## config.mk

```make
export PLATFORM = sky130hd
export DESIGN_NAME = gcd_arbiter
export DESIGN_NICKNAME = d
export VERILOG_FILES = /design/src/rtl/gcd_pkg.sv /design/src/rtl/gcd_rr_pick.sv /design/src/rtl/gcd_arbiter.sv
export SDC_FILE = /design/constraint.sdc
export NUM_CORES = 1
export LEC_CHECK = 0
export BUFFER_PORTS_ARGS = -buffer_cell sky130_fd_sc_hd__buf_2
export CAP_MARGIN = 20
export CORE_AREA = 5 5 90 92
export CTS_BUF_LIST = sky130_fd_sc_hd__clkbuf_8
export CTS_CLUSTER_DIAMETER = 80
export DETAILED_ROUTE_END_ITERATION = 7
export DIE_AREA = 0 0 95 97
export PLACE_DENSITY = 0.86
export SKIP_LAST_GASP = 1
export SLEW_MARGIN = 20
export SYNTH_ARGS = -nofsm -noshare
export SYNTH_HDL_FRONTEND = slang
export SYNTH_SLANG_ARGS = --single-unit
```

## constraint.sdc

```tcl
create_clock -name clk -period 3.7 [get_ports clk]
set_input_delay 0.74 -clock clk [delete_from_list [all_inputs] [get_ports clk]]
set_output_delay 0.74 -clock clk [all_outputs]
set_load 0.005 [all_outputs]
```

## src/rtl/gcd_pkg.sv

```systemverilog
// Shared definitions for the GCD arbiter slice.
//   gcd_arb_state_e : arbiter FSM states (IDLE, ISSUE, WAIT, DELIVER)
//   GCD_MSG_W       : GcdUnit request width, operands {a[31:16], b[15:0]}
//   GCD_RESP_W      : GcdUnit response width
package gcd_pkg;

    localparam int GCD_MSG_W  = 32;
    localparam int GCD_RESP_W = 16;

    typedef enum logic [1:0] {
        IDLE    = 2'd0,
        ISSUE   = 2'd1,
        WAIT    = 2'd2,
        DELIVER = 2'd3
    } gcd_arb_state_e;

endpackage

```

## src/rtl/gcd_rr_pick.sv

```systemverilog
// Combinational round-robin priority picker.
//   req    [NUM_REQ] : request vector
//   last   [ID_W]    : index granted most recently; search starts just above it
//   any              : at least one request present
//   idx    [ID_W]    : winning index
//   onehot [NUM_REQ] : winning index as a one-hot vector (zero when !any)
module gcd_rr_pick #(
    parameter int NUM_REQ = 4,
    localparam int ID_W   = $clog2(NUM_REQ)
) (
    input  logic [NUM_REQ-1:0] req,
    input  logic [ID_W-1:0]    last,
    output logic               any,
    output logic [ID_W-1:0]    idx,
    output logic [NUM_REQ-1:0] onehot
);

    logic [2*NUM_REQ-1:0] dbl_s;
    logic [2*NUM_REQ-1:0] masked_s;
    int                   start_s;

    // Search start is one past the last grant, wrapping at NUM_REQ-1 (not at 2^ID_W-1).
    always_comb begin
        if (int'(last) >= NUM_REQ - 32'sd1) begin
            start_s = 32'sd0;
        end else begin
            start_s = int'(last) + 32'sd1;
        end
    end

    // Doubling the vector and masking positions below the start lets a single
    // upward search cover the wrap-around.
    always_comb begin
        dbl_s    = {req, req};
        masked_s = '0;
        for (int i = 0; i < 2*NUM_REQ; i++) begin
            masked_s[i] = dbl_s[i] & (i >= start_s);
        end
    end

    // Descending scan: the lowest set bit of the masked vector is written last and wins.
    always_comb begin
        any = 1'b0;
        idx = '0;
        for (int i = 2*NUM_REQ-1; i >= 0; i--) begin
            any = any | masked_s[i];
            idx = masked_s[i] ? ID_W'((i >= NUM_REQ) ? (i - NUM_REQ) : i) : idx;
        end
        if (any) begin
            onehot = {{(NUM_REQ-1){1'b0}}, 1'b1} << idx;
        end else begin
            onehot = '0;
        end
    end

endmodule

```

## src/rtl/gcd_arbiter.sv

```systemverilog
// Round-robin arbiter sharing one GcdUnit among NUM_REQ clients, one
// transaction outstanding at a time.
//   clk, reset_n          : clock, asynchronous active-low reset
//   cli_req_val/rdy/msg   : per-client request channel (msg i at [i*MSG_W +: MSG_W])
//   cli_resp_val/rdy      : per-client response channel, cli_resp_msg shared
//   gcd_req_*/gcd_resp_*  : connect straight to the GcdUnit
//   busy                  : high whenever the FSM is not IDLE
//   grant_id              : current or most recently granted client
module gcd_arbiter
    import gcd_pkg::*;
#(
    parameter int NUM_REQ = 4,
    parameter int MSG_W   = GCD_MSG_W,
    parameter int RESP_W  = GCD_RESP_W,
    localparam int ID_W   = $clog2(NUM_REQ)
) (
    input  logic                     clk,
    input  logic                     reset_n,
    input  logic [NUM_REQ-1:0]       cli_req_val,
    output logic [NUM_REQ-1:0]       cli_req_rdy,
    input  logic [NUM_REQ*MSG_W-1:0] cli_req_msg,
    output logic [NUM_REQ-1:0]       cli_resp_val,
    input  logic [NUM_REQ-1:0]       cli_resp_rdy,
    output logic [RESP_W-1:0]        cli_resp_msg,
    output logic                     gcd_req_val,
    input  logic                     gcd_req_rdy,
    output logic [MSG_W-1:0]         gcd_req_msg,
    input  logic                     gcd_resp_val,
    output logic                     gcd_resp_rdy,
    input  logic [RESP_W-1:0]        gcd_resp_msg,
    output logic                     busy,
    output logic [ID_W-1:0]          grant_id
);

    gcd_arb_state_e       state_r;
    logic [ID_W-1:0]      last_grant_r;
    logic [ID_W-1:0]      grant_id_r;
    logic [MSG_W-1:0]     req_q_r;
    logic [RESP_W-1:0]    resp_q_r;
    logic                 gcd_req_val_r;
    logic                 gcd_resp_rdy_r;
    logic [NUM_REQ-1:0]   cli_resp_val_r;
    logic                 busy_r;

    logic                 pick_any_s;
    logic [ID_W-1:0]      pick_idx_s;
    logic [NUM_REQ-1:0]   pick_onehot_s;

    gcd_rr_pick #(
        .NUM_REQ (NUM_REQ)
    ) u_pick (
        .req    (cli_req_val),
        .last   (last_grant_r),
        .any    (pick_any_s),
        .idx    (pick_idx_s),
        .onehot (pick_onehot_s)
    );

    // Accept goes to the winner in the same cycle, and only while IDLE.
    always_comb begin
        if (state_r == IDLE) begin
            cli_req_rdy = pick_onehot_s;
        end else begin
            cli_req_rdy = '0;
        end
    end

    // Arbiter FSM; handshake outputs are registered alongside the state so
    // they always agree with it.
    always_ff @(posedge clk or negedge reset_n) begin
        if (!reset_n) begin
            state_r        <= IDLE;
            last_grant_r   <= ID_W'(NUM_REQ - 1);
            grant_id_r     <= '0;
            req_q_r        <= '0;
            resp_q_r       <= '0;
            gcd_req_val_r  <= 1'b0;
            gcd_resp_rdy_r <= 1'b0;
            cli_resp_val_r <= '0;
            busy_r         <= 1'b0;
        end else begin
            case (state_r)
                IDLE: begin
                    // A winner always has its val high, so any == handshake.
                    if (pick_any_s) begin
                        req_q_r       <= cli_req_msg[int'(pick_idx_s)*MSG_W +: MSG_W];
                        grant_id_r    <= pick_idx_s;
                        gcd_req_val_r <= 1'b1;
                        busy_r        <= 1'b1;
                        state_r       <= ISSUE;
                    end
                end
                ISSUE: begin
                    if (gcd_req_rdy) begin
                        gcd_req_val_r  <= 1'b0;
                        gcd_resp_rdy_r <= 1'b1;
                        state_r        <= WAIT;
                    end
                end
                WAIT: begin
                    if (gcd_resp_val) begin
                        resp_q_r       <= gcd_resp_msg;
                        gcd_resp_rdy_r <= 1'b0;
                        cli_resp_val_r <= {{(NUM_REQ-1){1'b0}}, 1'b1} << grant_id_r;
                        state_r        <= DELIVER;
                    end
                end
                DELIVER: begin
                    if (cli_resp_rdy[grant_id_r]) begin
                        last_grant_r   <= grant_id_r;
                        cli_resp_val_r <= '0;
                        busy_r         <= 1'b0;
                        state_r        <= IDLE;
                    end
                end
                default: begin
                    gcd_req_val_r  <= 1'b0;
                    gcd_resp_rdy_r <= 1'b0;
                    cli_resp_val_r <= '0;
                    busy_r         <= 1'b0;
                    state_r        <= IDLE;
                end
            endcase
        end
    end

    assign cli_resp_val = cli_resp_val_r;
    assign cli_resp_msg = resp_q_r;
    assign gcd_req_val  = gcd_req_val_r;
    assign gcd_req_msg  = req_q_r;
    assign gcd_resp_rdy = gcd_resp_rdy_r;
    assign busy         = busy_r;
    assign grant_id     = grant_id_r;

endmodule

```

==> summary.md, run 1 <==
| Metric | Value |
|---|---|
| Grt ovf | `0` |
| Crit share post-route | `between 80% and 90%` |
| Share of cells above drive strength 1 | `55.6%` |
| RSZ-0062 raised after global routing | `no` |
| Outcome | `completed` |
| CTS tree | `built` |
| Final Cell Area | `~4600 µm²` |
| Row count | `31` |
| #FFs+latches synth | `61` |
| Worst path depth | `7` |
| WP buf/inv | `2` |
| Clock tree root buffer cell | `clkbuf_8` |
| Largest net degree at the start of global routing | `39` |
| Cell family with most CP delay | `simple AND/OR/NAND/NOR gates` |
| Max Cap Viol | `0` |
| Setup Skew | `between 0.01 and 0.015 ns` |
| I/O Pins | `approximately 220` |
| Number of cells on the worst reg-to-reg path | `8` |
| Cells after synthesis | `between 200 and 300` |
| Synth cell types | `29` |
| Die ar. | `9220 µm²` |
| Reg2reg setup slack | `0.90 ns` |
| Hold Buf Count CTS | `0` |
| Max Slew Vio Count | `0` |
| Crit path capture type | `output port` |
| Fillers | `just under 600` |
| Gr usage total | `23.5%` |
| Initial antenna violation count | `0` |
| P per Cell Area | `778 nW/µm²` |
| Clk_lat worst skew | `around 0.32 ns` |
| Slew HR | `47.0%` |
| Cts bufs inserted | `9` |
| Worst path max stage delay | `roughly 0.54 ns` |
| Drt wl/cell | `roughly 18 µm` |
| Synthesized area per cell | `12.3 µm²` |
| WP data required | `just under 3 ns` |
| Final nets | `roughly 640` |
| Slew @ Worst Pin | `0.793 ns` |
| Initial DRC count | `96` |
| Seq/Total Area, Yosys | `around 47%` |
| Fmax | `just over 300 MHz` |
| CP startpoint kind | `register` |
| Drt first pass iters | `4` |
| Number of buffers added on ports | `roughly 220` |
| Core area | `7140 µm²` |
| Synthesis Warnings | `0` |
| Crit-path slowest cell | `dfstp_2` |
| Top cells by area, synth | `dfrtp_1 (45%), a221o_1 (9.8%), mux2_1 (9.3%), a22o_1 (8.9%), mux2_2 (7.6%)` |
| Hold crit path type | `input pin to asynchronous set/reset pin` |
| Width of the chip | `roughly 95 µm` |
| # DRC | `0` |
| Max VDD drop | `between 0.4 and 0.5 mV` |
| Placed Area | `roughly 4400 µm²` |
| Postcts setup bufs | `0` |
| DR vias/cell | `between 5 and 6` |
| Leakage | `2.44 nW` |
| Crit path max fanout | `36` |
| Vias in the first global route | `3536` |
| First-pass GRT wire length | `17.0 mm` |
| Worst endpoint data arrival time | `approximately 2.6 ns` |
| Endpoints failing setup | `0` |
| Synth Net Count | `between 400 and 500` |
| Vias | `between 3000 and 4000` |
| Mapped cell area | `between 3000 and 4000 µm²` |
| Total wire length | `about 11 mm` |
| Die Y | `~97 µm` |
| Clock sinks | `roughly 60` |
| Yosys top cell area share | `~45%` |
| Setup TNS | `0 ns` |
| Initial Util | `~46%` |
| DP Wirelength | `around 8.5 mm` |
| Leading area contributor after synthesis | `dfrtp_1` |
| H-tree level count | `3` |
| Clk buf depth | `2` |
| Area growth syn-to-layout | `42.8%` |
| Crit path kind | `register to output port` |
| CP cell instances | `inv_1 > ha_1 > nand2_2 > a32oi_2 > nand2_4 > nor3_4 > buf_2` |
| ANT cells | `0` |
| Clock-pin slew on the worst setup and hold paths | `0.07 ns` |
| Fin. Hold Viols | `0` |
| GPL Wtd Cong | `~0.79` |
| Cts repair resizes | `0` |
| Min Clock Period, post-route | `approximately 3.3 ns` |
| DRT antenna net count | `0` |
==> layout by cell type, fill, tap and decap left out, drive strengths merged <==
master	netlist	layout
a211oi	1	1
nand2b	4	4
buf	10	222
o2111ai	1	1
o311ai	1	1
o21ai	8	8
mux2	49	49
clkbuf	8	11
o41ai	4	4
ha	7	7
clkinv	0	2
a22o	33	33
inv	9	10
nor4	1	1
dfrtp	59	59
nand2	20	20
dfstp	2	2
bufinv	0	2
a21oi	4	4
a32oi	1	1
a21o	1	1
nor2	4	4
mux4	1	1
a221o	32	32
nor3	3	3
and2	1	1
==> flip-flops by register name, indices dropped and copies added (netlist names), 2 cells and up <==
signal        cells
cli_resp_val      4
cli_resp_msg     16
last_grant_r      2
state_r           2
gcd_req_msg      32
grant_id          2
==> per-layer routing <==
| layer | global-route usage (%) | part of all wire (%) | wire (µm) | up-vias |
|---|---|---|---|---|
| met5 | 0 | 0 | 0 | - |
| met4 | 8.21 | 2.2 | 237 | 0 |
| met3 | 4.81 | 7.3 | 790 | 24 |
| met2 | 43.6 | 55 | 5920 | 162 |
| met1 | 25.7 | 36 | 3830 | 1554 |
| li1 | - | - | - | 1465 |
==> cell type report <==
class | instances | area [µm²] | share of cell area [%]
clock buffer | 11 | 151 | 3.26
multi-input combinational | 176 | 1610 | 34.7
clock inverter | 5 | 73.8 | 1.59
timing repair buffer | 222 | 1130 | 24.2
tap | 99 | 124 | 2.66
sequential | 61 | 1530 | 32.9
inverter | 9 | 33.8 | 0.727
==> worst register-to-register path: cells and delay by family, from the launching register on <==
kind	cells	cell delay, ns
compound gates	2	0.61
fa+ha+maj	1	0.30
buf+inv	2	0.45
flops	1	0.54
simple gates	3	0.82
==> report_power, final <==
part	internal, mW	leakage, nW	total, mW	switching (mW)
Clock	0.412	0.121	0.666	0.254
Combinational	0.909	1.58	1.75	0.840
Sequential	1.00	0.742	1.20	0.200
==> cell usage after synthesis <==
cell type  count
dfrtp_1       59
a22o_1        33
a221o_1       32
mux2_1        27
mux2_2        22
nand2_1       18
inv_1          9
clkbuf_1       8
o21ai_0        8
buf_2          7
ha_1           7
a21oi_1        4
nand2b_1       4
nor2_1         4
o41ai_1        4
buf_6          3
dfstp_2        2
nor3_1         2
a211oi_2       1
a21o_1         1
a32oi_2        1
and2_1         1
mux4_2         1
nand2_2        1
nand2_4        1
nor3_2         1
nor4_1         1
o2111ai_1      1
o311ai_4       1
==> final timing paths <==
path / from / end
setup reg to reg: last_grant_r[0]$_DFFE_PN1P_ / gcd_req_msg[24]$_DFFE_PN0P_
hold reg to reg: cli_resp_val[0]$_DFFE_PN0P_ / cli_resp_val[0]$_DFFE_PN0P_
max in group asynchronous: reset_n / state_r[0]$_DFFE_PN0P_
min in group clk: cli_resp_val[0]$_DFFE_PN0P_ / cli_resp_val[0]$_DFFE_PN0P_
hold / removal: reset_n / cli_resp_msg[0]$_DFFE_PN0P_
setup / recovery: last_grant_r[0]$_DFFE_PN1P_ / cli_req_rdy[3]
==> stage by stage <==
stage	utilization [%]	worst slack (ns)	power [mW]	hold slack, ns	instances
finish	65.1	0.413	3.62	0.385	583
detailed placement	62.0	0.765	2.96	0.455	567
global placement	62.0	0.789	2.87	0.453	567
floorplan	-	1.09	2.28	0.444	264
CTS	65.1	0.397	3.64	0.394	583
global route	65.1	0.260	3.86	0.407	583
==> kinds of logic after synthesis <==
logic type      after synthesis  synth area share [%]
mux                          50                  17.6
simple gates                 33                  4.84
compound gates               86                  23.8
flops                        61                  46.9
buf+inv                      27                  4.07
fa+ha+maj                     7                  2.69
(Power assumes the default switching activity.)
==> run 2, diff against run 1 <==
Settings changed: CORE_AREA 5 5 90 92 to 5 5 91 93, DIE_AREA 0 0 95 97 to 0 0 96 98, HOLD_SLACK_MARGIN set to 0.08, PLACE_DENSITY 0.86 to 0.87, SYNTH_HIERARCHICAL set to 1.
==> run 2 against run 1 <==
Critical path depth increased by 1. Non-clock buffer count unchanged. First-iteration DRC count decreased by 63%. Clock power is 20% higher. Sequential share of layout area down 1.9 points. Final area grew 6.1%. Largest cell class unchanged. Utilization is 1.1 points higher. Power is 12% higher. Global-route usage shrank 2.4 points. Sequential cell count did not move.
==> summary.md, run 2 <==
| Metric | Value |
|---|---|
| Outcome | `completed (unchanged)` |
| Commonest non-fill, non-tap cell in the layout | `buf_2 (unchanged)` |
| Reg2reg setup slack | `0.90 ns (about the same)` |
| Final nets | `616 (was 642)` |
| CP cell instances | `inv_1 > ha_1 > nand2_1 > nand2_1 > a31oi_4 > buf_4 > mux4_2 > mux2_2 (was inv_1 > ha_1 > nand2_2 > a32oi_2 > nand2_4 > nor3_4 > buf_2)` |
| Seq/Total Area, Yosys | `44.3% (was 46.9%)` |
| Max VDD drop | `0.344 mV (was 0.401 mV)` |
| Crit path kind | `register to register (was register to output port)` |
| ANT cells | `0 (unchanged)` |
| Slew @ Worst Pin | `0.712 ns (was 0.793 ns)` |
| Crit-path slowest cell | `dfstp_2 (unchanged)` |
| Number of flops mapped to enable cells by yosys | `0 (unchanged)` |
| Leakage | `2.43 nW (was 2.44 nW)` |
| Max Slew Vio Count | `0 (unchanged)` |
| Drt first pass iters | `4 (unchanged)` |
| Setup Skew | `0.00609 ns (was 0.0123 ns)` |
| Net Sw Power | `1.32 mW (was 1.29 mW)` |
| Cts bufs inserted | `9 (unchanged)` |
| Postcts setup bufs | `0 (unchanged)` |
| Leading area contributor after synthesis | `dfrtp_1 (unchanged)` |
| Synth Flop Type | `dfrtp_1 (unchanged)` |
| WP data required | `3.92 ns (was 2.96 ns)` |
| GPL Wtd Cong | `0.792 (was 0.791)` |
| Crit path max fanout | `21 (was 36)` |
| Place WS | `0.893 ns (was 0.765 ns)` |
| Worst hold slack | `0.451 ns (was 0.385 ns)` |
| Clk buf depth | `2 (unchanged)` |
| Die ar. | `9410 µm² (was 9220 µm²)` |
| Total wire length | `9.52 mm (was 10.8 mm)` |
| Number of buffers added on ports | `216 (unchanged)` |
| Fin. Hold Viols | `0 (unchanged)` |
| Clock sinks | `61 (unchanged)` |
| Cts repair resizes | `0 (unchanged)` |
| Switching share of power | `32.6% (was 35.8%)` |
| Share of cells above drive strength 1 | `72.8% (was 55.6%)` |
| # DRC | `0 (unchanged)` |
| Crit path capture type | `register (was output port)` |
| H-tree level count | `3 (unchanged)` |
| Most frequent cells in the layout | `buf_2 (216), dfrtp_1 (59), mux2_2 (52) (was buf_2 (216), dfrtp_1 (59), a22o_1 (33))` |
| Hold Buf Count CTS | `0 (unchanged)` |
| Post-synth ARST share | `100% (unchanged)` |
| P per Cell Area | `821 nW/µm² (was 778 nW/µm²)` |
| Area growth syn-to-layout | `42.9% (was 42.8%)` |
| Number of cells on the worst reg-to-reg path | `8 (unchanged)` |
| First-pass GRT wire length | `15.4 mm (was 17.0 mm)` |
| Synth cell count leaders | `dfrtp_1 (59), mux2_2 (52), mux4_2 (32) (was dfrtp_1 (59), a22o_1 (33), a221o_1 (32))` |
| Slew HR | `52.5% (was 47.0%)` |
| Endpoints failing setup | `0 (unchanged)` |
| Initial DRC count | `36 (was 96)` |
| Max Cap Viol | `0 (unchanged)` |
| Yosys top cell area share | `42.8% (was 45.3%)` |
| Worst path max stage delay | `0.55 ns (was 0.54 ns)` |
| Multi-input gate area in the final layout | `1850 µm² (was 1610 µm²)` |
| Grt ovf | `0 (unchanged)` |
| DP Wirelength | `7.95 mm (was 8.52 mm)` |
| Setup TNS | `0 ns (unchanged)` |
| Crit share post-route | `75.7% (was 88.8%)` |
| Top cells by area, synth | `dfrtp_1 (43%), mux4_2 (21%), mux2_2 (17%), ha_1 (2.2%), dfstp_2 (1.5%) (was dfrtp_1 (45%), a221o_1 (9.8%), mux2_1 (9.3%), a22o_1 (8.9%), mux2_2 (7.6%))` |
| CTS tree | `built (unchanged)` |
| Synthesis Warnings | `6 (was 0)` |
| Combinational share of power | `50.1% (was 48.3%)` |
| Core area | `7450 µm² (was 7140 µm²)` |
| Clock-pin slew on the worst setup and hold paths | `0.07 ns (about the same)` |
| Fmax | `357 MHz (was 304 MHz)` |
| Die Y | `98 µm (was 97 µm)` |
| Setup ws final | `0.900 ns (was 0.413 ns)` |
| Synthesized area per cell | `14.6 µm² (was 12.3 µm²)` |
| Cell with the most instances after synthesis | `dfrtp_1 (unchanged)` |
| Min Clock Period, post-route | `2.80 ns (was 3.29 ns)` |
| Vias in the first global route | `3325 (was 3536)` |
| Layout Utilization | `66.2% (was 65.1%)` |
| Largest net degree at the start of global routing | `33 (was 39)` |
| #FFs+latches synth | `61 (unchanged)` |
| Vias | `2937 (was 3205)` |
| CP startpoint kind | `register (unchanged)` |
| Synth Net Count | `398 (was 427)` |
| Internal | `2.73 mW (was 2.32 mW)` |
| Fillers | `564 (was 587)` |
| Reg area | `1530 µm² (unchanged)` |
| Clk_lat worst skew | `0.33 ns (was 0.32 ns)` |
| Initial Util | `46.4% (was 45.6%)` |
| I/O Pins | `217 (unchanged)` |
| Clock tree root buffer cell | `clkbuf_8 (unchanged)` |
| Mapped cell area | `3450 µm² (was 3260 µm²)` |
| Width of the chip | `96 µm (was 95 µm)` |
| DRT antenna net count | `0 (unchanged)` |
| Design Power | `4.05 mW (was 3.62 mW)` |
| Cells after synthesis | `236 (was 264)` |
| Largest register FFs | `32 (unchanged)` |
| Hold crit path type | `input pin to asynchronous set/reset pin (unchanged)` |
| Initial antenna violation count | `0 (unchanged)` |
| Worst endpoint data arrival time | `3.01 ns (was 2.55 ns)` |
| Synth cell types | `36 (was 29)` |
| Critical path's most frequent cell | `nand2_1` |
| Reg power frac | `30.2% (was 33.3%)` |
| Row count | `32 (was 31)` |
| Share of total power in the clock network | `19.7% (was 18.4%)` |
| Drt wl/cell | `17.0 µm (was 18.5 µm)` |
| DR vias/cell | `5.24 (was 5.50)` |
| RSZ-0062 raised after global routing | `no (unchanged)` |
| Gr usage total | `21.0% (was 23.5%)` |
[run 2: cell types whose count changed in the layout (fill, tap and decap cells not counted), moves of 5 or more]
cell     previous run  this run
nand2_1            18        13
mux2_2             22        52
o21ai_0             8         3
mux4_2              1        32
mux2_1             27         0
a221o_1            32         0
a22o_1             33         6
[run 2: cell type report]
class                      instances  share of cell area [%]
clock inverter                     7                    2.97
clock buffer                       9                    2.51
inverter                           8                   0.609
multi-input combinational        152                    37.5
tap                              102                    2.59
sequential                        61                    31.0
timing repair buffer             222                    22.8
[run 2: final timing paths]
| path | from | to |
|---|---|---|
| worst max-delay path | last_grant_r[0]$_DFFE_PN1P_ | gcd_req_msg[16]$_DFFE_PN0P_ |
| worst min-delay path | reset_n | gcd_req_val$_DFFE_PN0P_ |
| worst max register to register | last_grant_r[0]$_DFFE_PN1P_ | gcd_req_msg[16]$_DFFE_PN0P_ |
| worst min register to register | cli_resp_msg[12]$_DFFE_PN0P_ | cli_resp_msg[12]$_DFFE_PN0P_ |
| max in group asynchronous | reset_n | gcd_req_msg[25]$_DFFE_PN0P_ |
| min in group clk | cli_resp_msg[12]$_DFFE_PN0P_ | cli_resp_msg[12]$_DFFE_PN0P_ |
[run 2: stage by stage]
step                cell area, µm²  std cells
floorplan                     3450        236
global placement              4660        545
detailed placement            4660        545
CTS                           4930        561
global route                  4930        561
finish                        4930        561
[run 2: routing by layer]
layer,share of wire (%),GRT usage [%],up-vias
li1,-,-,1337
met2,54,38.9,150
met4,2.3,8.97,0
met3,9.7,5.39,17
met5,0,0,-
met1,34,21.8,1433
[run 2: power groups by stage]
stage                     sequential, mW  clock, mW  combinational [mW]
final                               1.22      0.796                2.03
after global placement              1.21          0                1.98
after CTS                           1.23      0.813                2.07
after global routing                1.26      0.838                2.24
after floorplan                     1.23          0                1.36
after detailed placement            1.24          0                2.07
[run 2: worst max-delay path, delay by kind of cell, from the launching register on]
family          cells  cell delay [ns]
compound gates      1             0.47
simple gates        2             0.26
flops               1             0.55
fa+ha+maj           1             0.34
mux                 2             0.61
buf+inv             2             0.43
[run 2: cell families (layout without fill, tap and decap cells)]
group | after synthesis | count (layout) | synth area share [%]
multiplexers | 89 | 89 | 39.7
flip-flops | 61 | 61 | 44.3
AND/OR/NAND/NOR | 34 | 34 | 5.04
AO/OA/AOI/OAI | 23 | 23 | 5.98
buffers and inverters | 23 | 246 | 2.79
adder cells (fa/ha/maj) | 6 | 6 | 2.17
==> run 3, diff against run 2 <==
Settings changed: ABC_AREA set to 1, CORE_AREA 5 5 91 93 to 5 5 97 99, DIE_AREA 0 0 96 98 to 0 0 102 104, PLACE_DENSITY 0.87 to 0.81.
Clock period 3.7 ns to 2.6 ns, I/O delays scaled along.
==> run 3 against run 2 <==
Combinational power grew 45%. Final area grew 1.2%. Sequential cell count is the same. Clock power grew 3.3%. Critical endpoint is now cli_req_rdy[1].
==> summary.md, run 3 <==
| Metric | Value |
|---|---|
| Row count | `34 (was 32)` |
| DRT antenna net count | `0 (unchanged)` |
| GPL Wtd Cong | `0.818 (was 0.792)` |
| Share of cells above drive strength 1 | `39.9% (was 72.8%)` |
| Cells after synthesis | `494 (was 236)` |
| Vias in the first global route | `3859 (was 3325)` |
| Crit path max fanout | `9 (was 21)` |
| ANT cells | `0 (unchanged)` |
| Reg area | `1530 µm² (unchanged)` |
| Crit path capture type | `output port (was register)` |
| DR vias/cell | `4.85 (was 5.24)` |
| Clock sinks | `61 (unchanged)` |
| WP data required | `2.08 ns (was 3.92 ns)` |
| Outcome | `completed (unchanged)` |
| Core area | `8470 µm² (was 7450 µm²)` |
| Slew HR | `54.4% (was 52.5%)` |
| Min Clock Period, post-route | `about 2.5 ns` |
| Width of the chip | `102 µm (was 96 µm)` |
| Initial DRC count | `126 (was 36)` |
| Postcts setup bufs | `0 (unchanged)` |
| Fin. Hold Viols | `0 (unchanged)` |
| Most frequent cells in the layout | `buf_2 (216), nand2_1 (117), nor2_1 (99) (was buf_2 (216), dfrtp_1 (59), mux2_2 (52))` |
| Final nets | `861 (was 616)` |
| CP cell instances | `inv_1 > ha_1 > nand2_2 > nand2_2 > nor2_4 > nand2_4 > inv_6 > nor2_2 > nand2_1 > inv_1 > buf_2 (was inv_1 > ha_1 > nand2_1 > nand2_1 > a31oi_4 > buf_4 > mux4_2 > mux2_2)` |
| Post-synth ARST share | `100% (unchanged)` |
| Worst hold slack | `0.386 ns (was 0.451 ns)` |
| Synth Net Count | `656 (was 398)` |
| I/O Pins | `217 (unchanged)` |
| Synth cell count leaders | `nand2_1 (117), nor2_1 (99), o21ai_0 (68) (was dfrtp_1 (59), mux2_2 (52), mux4_2 (32))` |
| Number of buffers added on ports | `216 (unchanged)` |
| Leading area contributor after synthesis | `dfrtp_1 (unchanged)` |
| Number of cells on the worst reg-to-reg path | `7 (was 8)` |
| Setup TNS | `0 ns (unchanged)` |
| Setup Skew | `0.0141 ns (was 0.00609 ns)` |
| Clock-pin slew on the worst setup and hold paths | `0.08 ns (was 0.07 ns)` |
| Vias | `3938 (was 2937)` |
| Synthesis Warnings | `6 (unchanged)` |
| Yosys top cell area share | `40.2% (was 42.8%)` |
| Clock tree root buffer cell | `clkbuf_8 (unchanged)` |
| Cts bufs inserted | `9 (unchanged)` |
| Crit-path slowest cell | `dfstp_2 (unchanged)` |
| P per Cell Area | `1100 nW/µm² (was 821 nW/µm²)` |
| Slew @ Worst Pin | `0.683 ns (was 0.712 ns)` |
| Worst endpoint data arrival time | `1.96 ns (was 3.01 ns)` |
| #FFs+latches synth | `61 (unchanged)` |
| Hold crit path type | `input pin to register (was input pin to asynchronous set/reset pin)` |
| Reg2reg start | `last_grant_r[0]$_DFFE_PN1P_ (unchanged)` |
| Gr usage total | `20.9% (was 21.0%)` |
| Commonest non-fill, non-tap cell in the layout | `buf_2 (unchanged)` |
| Number of flops mapped to enable cells by yosys | `0 (unchanged)` |
| WP buf/inv | `4 (was 2)` |
| Fillers | `773 (was 564)` |
| Synth Flop Type | `dfrtp_1 (unchanged)` |
| CP startpoint kind | `register (unchanged)` |
| RSZ-0062 raised after global routing | `no (unchanged)` |
| # DRC | `0 (unchanged)` |
| First-pass GRT wire length | `18.1 mm (was 15.4 mm)` |
| R2r endpoint | `gcd_req_msg[8]$_DFFE_PN0P_ (was gcd_req_msg[16]$_DFFE_PN0P_)` |
| Top cells by area, synth | `dfrtp_1 (40%), nand2_1 (12%), nor2_1 (10%), o21ai_0 (9.3%), o221ai_2 (3.7%) (was dfrtp_1 (43%), mux4_2 (21%), mux2_2 (17%), ha_1 (2.2%), dfstp_2 (1.5%))` |
| DP Wirelength | `8.69 mm (was 7.95 mm)` |
| Synth cell types | `33 (was 36)` |
| Final Cell Area | `4990 µm² (was 4930 µm²)` |
| Worst path max stage delay | `0.55 ns (about the same)` |
| Reg2reg setup slack | `0.40 ns (was 0.90 ns)` |
| Leakage | `2.73 nW (was 2.43 nW)` |
| H-tree level count | `3 (unchanged)` |
| Worst path depth | `11 (was 8)` |
| Setup crit start | `last_grant_r[0]$_DFFE_PN1P_ (unchanged)` |
| Total wire length | `11.1 mm (was 9.52 mm)` |
| Mapped cell area | `3680 µm² (was 3450 µm²)` |
| Initial Util | `43.4% (was 46.4%)` |
| Crit share post-route | `between 90 and 100%` |
| Multi-input gate area in the final layout | `1840 µm² (was 1850 µm²)` |
| Crit path to | `cli_req_rdy[1] (was gcd_req_msg[16]$_DFFE_PN0P_)` |
| Largest net degree at the start of global routing | `60 (was 33)` |
| Die Y | `104 µm (was 98 µm)` |
| Cell with the most instances after synthesis | `nand2_1 (was dfrtp_1)` |
| Clk_lat worst skew | `0.33 ns (about the same)` |
| Area growth syn-to-layout | `35.8% (was 42.9%)` |
| Initial antenna violation count | `0 (unchanged)` |
| Endpoints failing setup | `0 (unchanged)` |
| Max Slew Vio Count | `0 (unchanged)` |
| Layout Utilization | `59.0% (was 66.2%)` |
| Synthesized area per cell | `7.44 µm² (was 14.6 µm²)` |
| Die ar. | `10600 µm² (was 9410 µm²)` |
| Grt ovf | `0 (unchanged)` |
| Crit path kind | `register to output port (was register to register)` |
| Max Cap Viol | `0 (unchanged)` |
| Fmax | `403 MHz` |
| Drt wl/cell | `13.6 µm (was 17.0 µm)` |
| CTS tree | `built (unchanged)` |
| Clk buf depth | `2 (unchanged)` |
| Cell family with most CP delay | `flip-flops (was multiplexers)` |
| Drt first pass iters | `6 (was 4)` |
| Seq/Total Area, Yosys | `41.6% (was 44.3%)` |
| Largest register FFs | `32 (unchanged)` |
| Max VDD drop | `0.513 mV (was 0.344 mV)` |
| Placed Area | `4790 µm² (was 4660 µm²)` |
## run 3: worst min path at each step
stage / depth (start not counted) / to / from / slack (ns)
6_report: 3 / cli_resp_msg[4]$_DFFE_PN0P_ / gcd_resp_msg[4] / 0.39
5_1_grt: 3 / cli_resp_msg[7]$_DFFE_PN0P_ / gcd_resp_msg[7] / 0.38
4_1_cts: 3 / cli_resp_msg[4]$_DFFE_PN0P_ / gcd_resp_msg[4] / 0.37
3_5_place_dp: 1 / cli_resp_val[3]$_DFFE_PN0P_ / reset_n / 0.33
3_3_place_gp: 1 / cli_resp_val[1]$_DFFE_PN0P_ / reset_n / 0.33
2_1_floorplan: 0 / busy$_DFFE_PN0P_ / reset_n / 0.22
## run 3: layout make-up
cell class / instances / share of cell area (%)
Tap cell: 108 / 2.71
Multi-Input combinational cell: 369 / 36.9
Inverter: 37 / 2.93
Timing Repair Buffer: 221 / 23.0
Clock inverter: 6 / 1.10
Clock buffer: 10 / 2.76
Sequential cell: 61 / 30.6
## run 3: per-layer routing
metal,up-vias,part of all wire [%],routed length [µm],global-route usage (%)
met3,22,7.4,820,4.76
met4,0,2.5,272,7.87
met1,1754,40,4390,25.5
li1,2014,-,-,-
met2,148,51,5600,35.4
met5,-,0,0,0
## run 3: cells by family after synthesis
logic type	synth area share, %
buffers and inverters	8.24
AO/OA/AOI/OAI	18.9
adder cells (fa/ha/maj)	2.04
AND/OR/NAND/NOR	29.3
flip-flops	41.6
## run 3: what timing repair did
| action | 4_1_cts | 5_1_grt |
|---|---|---|
| gates resized for setup | 1 | 1 |
| hold buffers | 1 | 0 |
| endpoints found under the hold margin | 2 | 0 |
| endpoints found under the setup margin | 1 | 1 |
## run 3: tightest hold or removal path, delay by kind of cell
family	cells	cell delay, ns
buffers and inverters	1	0.07
AND/OR/NAND/NOR	2	0.08
## run 3: report_power, final
| group | internal, mW | leakage (nW) | switching (mW) |
|---|---|---|---|
| registers | 1.43 | 0.725 | 0.278 |
| logic | 1.20 | 1.90 | 1.75 |
| clock network | 0.459 | 0.105 | 0.364 |
| total | 3.09 | 2.73 | 2.39 |
## run 3: metrics by stage
| stage | power [mW] | std cells | worst slack [ns] |
|---|---|---|---|
| 2_1_floorplan | 3.73 | 494 | 0.657 |
| 3_3_place_gp | 4.56 | 795 | 0.363 |
| 3_5_place_dp | 4.68 | 795 | 0.279 |
| 4_1_cts | 5.53 | 812 | 0.0639 |
| 5_1_grt | 6.00 | 812 | 0.0108 |
| 6_report | 5.48 | 812 | 0.120 |
